<file path="src/rtl/i2c_cfg_sequencer.sv">
// i2c_cfg_sequencer: walks a register table and issues one I2C write per entry,
// retrying NACKed writes and settling between transactions.
module i2c_cfg_sequencer #(
   parameter logic [6:0] SLAVE_ADDR = 7'h3C,
   parameter int         IDX_W      = 6,
   parameter int         MAX_RETRY  = 3,
   parameter int         SETTLE_CYC = 16
) (
   input  logic             clk,
   input  logic             rst,
   input  logic             start,
   input  logic [IDX_W-1:0] tbl_len,
   output logic [IDX_W-1:0] tbl_idx,
   input  logic [15:0]      tbl_data,
   output logic             busy,
   output logic             done,
   output logic             error,
   output logic             m_req,
   output logic             m_rw,
   output logic [6:0]       m_slave_addr,
   output logic [7:0]       m_reg,
   output logic [7:0]       m_wdata,
   input  logic             m_rsp_valid,
   input  logic             m_rsp_nack
);
   localparam int RW = $clog2(MAX_RETRY + 2);
   localparam int CW = $clog2(SETTLE_CYC + 1);
   localparam logic [RW-1:0] MAX_R  = RW'(MAX_RETRY);
   localparam logic [CW-1:0] LAST_C = CW'(SETTLE_CYC - 1);

   typedef enum logic [2:0] {IDLE, FETCH, ISSUE, SETTLE, END} state_t;

   state_t           r_state;
   logic [IDX_W-1:0] r_len;
   logic [RW-1:0]    r_retry;
   logic [CW-1:0]    r_cnt;
   logic             w_last;

   assign m_rw         = 1'b0;
   assign m_slave_addr = SLAVE_ADDR;
   assign w_last       = tbl_idx == r_len - 1'b1;

   // A nonzero retry count doubles as the "re-issue pending" flag, since an ACK clears it.
   always_ff @(posedge clk) begin
      if (rst) begin
         r_state <= IDLE;
         r_len   <= '0;
         r_retry <= '0;
         r_cnt   <= '0;
         tbl_idx <= '0;
         m_reg   <= '0;
         m_wdata <= '0;
         busy    <= 1'b0;
         done    <= 1'b0;
         error   <= 1'b0;
         m_req   <= 1'b0;
      end else begin
         done  <= 1'b0;
         error <= 1'b0;
         case (r_state)
            IDLE: if (start) begin
               if (tbl_len != '0) begin
                  r_len   <= tbl_len;
                  tbl_idx <= '0;
                  r_retry <= '0;
                  busy    <= 1'b1;
                  r_state <= FETCH;
               end else done <= 1'b1;
            end
            FETCH: if (tbl_data == 16'hFFFF) begin
               done    <= 1'b1;
               r_state <= END;
            end else begin
               m_reg   <= tbl_data[15:8];
               m_wdata <= tbl_data[7:0];
               m_req   <= 1'b1;
               r_state <= ISSUE;
            end
            ISSUE: if (m_rsp_valid) begin
               m_req <= 1'b0;
               r_cnt <= '0;
               if (!m_rsp_nack) begin
                  r_retry <= '0;
                  r_state <= SETTLE;
               end else if (r_retry < MAX_R) begin
                  r_retry <= r_retry + 1'b1;
                  r_state <= SETTLE;
               end else begin
                  r_retry <= '0;
                  error   <= 1'b1;
                  busy    <= 1'b0;
                  r_state <= IDLE;
               end
            end
            SETTLE: if (r_cnt == LAST_C) begin
               if (r_retry != '0) begin
                  m_req   <= 1'b1;
                  r_state <= ISSUE;
               end else if (w_last) begin
                  done    <= 1'b1;
                  r_state <= END;
               end else begin
                  tbl_idx <= tbl_idx + 1'b1;
                  r_state <= FETCH;
               end
            end else r_cnt <= r_cnt + 1'b1;
            END: begin
               busy    <= 1'b0;
               r_state <= IDLE;
            end
            default: r_state <= IDLE;
         endcase
      end
   end
endmodule
</file>
<file path="config.mk">
export PLATFORM = sky130hd
export DESIGN_NAME = i2c_cfg_sequencer
export DESIGN_NICKNAME = d
export VERILOG_FILES = /design/src/rtl/i2c_cfg_sequencer.sv
export SDC_FILE = /design/constraint.sdc
export NUM_CORES = 1
export LEC_CHECK = 0
export ABC_AREA = 1
export CORE_MARGIN = 2
export CORE_UTILIZATION = 53
export CTS_CLUSTER_DIAMETER = 200
export DETAILED_ROUTE_END_ITERATION = 6
export PLACE_DENSITY = 0.88
export SLEW_MARGIN = 30
export SYNTH_ARGS = -nofsm -noshare
export SYNTH_HDL_FRONTEND = slang
export SYNTH_SLANG_ARGS = --single-unit
</file>
<file path="constraint.sdc">
create_clock -name clk -period 5.1 [get_ports clk]
set_clock_uncertainty 0.2 [all_clocks]
set_input_delay 1.02 -clock clk [delete_from_list [all_inputs] [get_ports clk]]
set_output_delay 1.02 -clock clk [all_outputs]
set_load 0.03 [all_outputs]
</file>
==> impl_metrics.tcl <==
set metrics [dict create \
    status "complete, no violations" \
    drc_errors 0 \
    reg2reg_to "tbl_idx[0]" \
    layout_common_cells "nor2_1, nand2_1, clkdlybuf4s50_1" \
    critPathMaxStageDelay_ns 0.69 \
    die-area_um2 5010 \
    initial_core_util_pct 54.7 \
    synth_xor_area_share_pct 2.22 \
    min_to "m_req" \
    cts_resized 0 \
    multiInputGateArea_um2 1240 \
    max_cap_viol_count 0 \
    area_delta_synth_final_pct 25.2 \
    synthCells 338 \
    synth_compound_area_share_pct 13.9 \
    pwr-share-comb_pct 51.0 \
    path_cells "clkdlybuf4s50_1 -> inv_1 -> o21ai_0 -> a21oi_1" \
    stdcell_area_um2 2960 \
    io_buffers 52 \
    htree_levels 2 \
    synth_top_family_by_area "simple AND/OR/NAND/NOR gates" \
    drt_wl_total_um 5360 \
    antenna_found_initial 0 \
    holdCritStartpoint "m_req" \
    regArea_um2 861 \
    clk_pin_slew_ns 0.08 \
    post_drt_via_cell_ratio 5.24 \
    muxShareOfSynthArea_pct 0 \
    internal_power_w 0.000819 \
    route.layer.met1.wl_um 2490 \
    path_class "in -> reg" \
    dr.first_iter.drc_count 115 \
    ys_types 36 \
    highest_layer "met4" \
    tns_ns 0 \
    cts_setup_buffers 0 \
    fill_cells 385 \
    fp.coreArea_um2 4320 \
    gp_congestion 0.877 \
    wl_per_cell_um 12.2 \
    avgSynthCellArea_um2 7.00 \
    crit_fanout 27 \
    grt_pass1_vias 2159 \
    r2r_start "r_state[1]" \
    synth.cell_area_um2 2360 \
    hold_path_class "reg -> reg" \
    crit_required_ns 5.12 \
    dp.final_hpwl_um 4020 \
    slew_viol_final 0 \
    swShare_pct 45.5 \
    seq_power_share_pct 33.7 \
    dr_wl_met2_um 2590 \
    rows 24 \
    slowest_stage "clkdlybuf4s50_1" \
    min_path_cells 2 \
    cp-end-kind "flop" \
    worstPathArrival_ns 2.88 \
    cts_buffers 5 \
    fp.dieH_um 70.8 \
    critPathLaunchType "primary input" \
    rsz0062_at_grt "no" \
    drive_above_1_share_pct 9.28 \
    grt_max_degree 28 \
    critPathBufInv 2 \
    yosysWarnings 0 \
    worstSkewPairLatency_ns 0.30 \
    p_per_area_nw_per_um2 508 \
    maxSlewHeadroom_pct 58.0 \
    rr_worst_depth 10 \
    clockBufferDepth 2 \
    max-vdd-ir-drop_uv 290 \
    yosysSeqAreaShare_pct 36.4 \
    setup_viol 0 \
    hold_buffers 0 \
    synth-simple-area-share_pct 31.9 \
    worst_slew_pin_slew_ns 0.630 \
    die_x_um 70.8 \
    fin_crit_ns 2.86 \
    p_sw_w 0.000685 \
    antenna_cells 0 \
    root_buffer "clkbuf_8" \
    cts.sinks 43 \
    p_clk_share_pct 15.3 \
    layout_commonest_cell "nor2_1" \
    vias 2304 \
    drt_first_pass_iters 4 \
    synth_seq_cells 43 \
    post-route-period-util_pct 56.0 \
    ios 61 \
    antenna_left 0 \
    layout.nets 420 \
    grt_pass1_wl_um 9110 \
    path_delay_family "buffers and inverters" \
    synth_adder_area_share_pct 3.17 \
    tritoncts "built" \
    fmax_mhz 350 \
    wl_met3_um 230 \
    grt_use_total_pct 22.2 \
    grt-ovfl-total 0 \
    placed_area_um2 2860 \
    reg2reg_setup_slack_ns 3.03 \
    p_leak_nw 1.26 \
    hold_viol 0 \
]
-- worst max path at each step --
stage	from	endpoint	slack, ns	cells after the start
2_1_floorplan	tbl_data[5]	m_reg[0]	3.00	7
3_3_place_gp	rst	m_req	2.02	4
3_5_place_dp	rst	r_cnt[0]	1.95	4
4_1_cts	rst	r_cnt[0]	2.27	4
5_1_grt	rst	r_cnt[0]	2.07	4
6_report	rst	r_cnt[0]	2.24	4
-- per-layer routing --
metal  track usage [%]  up-vias
li1                  -     1177
met1              28.4     1060
met2              37.9       63
met3              4.70        4
met4              6.71        0
met5                 0        -
-- power groups by stage --
stage	registers, W	clock network [W]	logic (W)
finish	0.000507	0.000230	0.000767
global route	0.000520	0.000246	0.000846
CTS	0.000506	0.000233	0.000764
detailed placement	0.000513	0	0.000762
global placement	0.000509	0	0.000743
floorplan	0.000622	0	0.000436
-- layout make-up --
type / count / share of cell area [%]
Inverter: 46 / 6.00
Clock buffer: 6 / 2.79
Clock inverter: 2 / 0.549
Tap cell: 52 / 2.20
Timing Repair Buffer: 52 / 17.6
Multi-Input combinational cell: 239 / 41.8
Sequential cell: 43 / 29.1
-- cells in the mapped netlist (all sizes together) --
| cell type | n | area share [%] |
|---|---|---|
| a22oi | 1 | 0.32 |
| clkbuf | 3 | 0.48 |
| nor4 | 1 | 0.26 |
| a31oi | 2 | 0.53 |
| o211ai | 1 | 0.32 |
| clkinv | 1 | 0.37 |
| or2 | 1 | 0.26 |
| dfxtp | 43 | 36 |
| buf | 13 | 4.2 |
| xor2 | 6 | 2.2 |
| nand4 | 12 | 3.2 |
| o2111ai | 1 | 0.37 |
| conb | 2 | 0.32 |
| nand2 | 57 | 10 |
| ha | 6 | 3.2 |
| inv | 45 | 7.1 |
| nand3b | 1 | 0.32 |
| nor2 | 63 | 11 |
| nor3 | 2 | 0.63 |
| a21oi | 25 | 5.8 |
| nand3 | 23 | 5.8 |
| a211oi | 2 | 0.85 |
| o21ai | 27 | 5.7 |
-- tightest hold or removal path: cells and delay by family (launching register included) --
| family | cells | cell delay, ns |
|---|---|---|
| AO/OA/AOI/OAI | 1 | 0.05 |
| buffers and inverters | 1 | 0.05 |
| flip-flops | 1 | 0.32 |
-- metrics by stage --
step	total power, W	std cells	hold slack, ns	util [%]	setup WS (ns)
3_3_place_gp	0.00125	432	0.248	66.2	2.02
6_report	0.00150	440	0.262	68.5	2.24
2_1_floorplan	0.00106	344	0.236	-	3.00
4_1_cts	0.00150	440	0.260	68.5	2.27
5_1_grt	0.00161	440	0.292	68.5	2.07
3_5_place_dp	0.00127	432	0.240	66.2	1.95
-- kinds of logic (layout without fill, tap and decap cells) --
family | Yosys count | after routing
xor gates and xnor gates | 6 | 6
adders and majority gates | 6 | 6
DFF | 43 | 43
other | 2 | 8
buffers and inverters | 62 | 106
AOI/OAI and AO/OA | 59 | 59
and+or+nand+nor | 160 | 160
(Power assumes the default switching activity.)
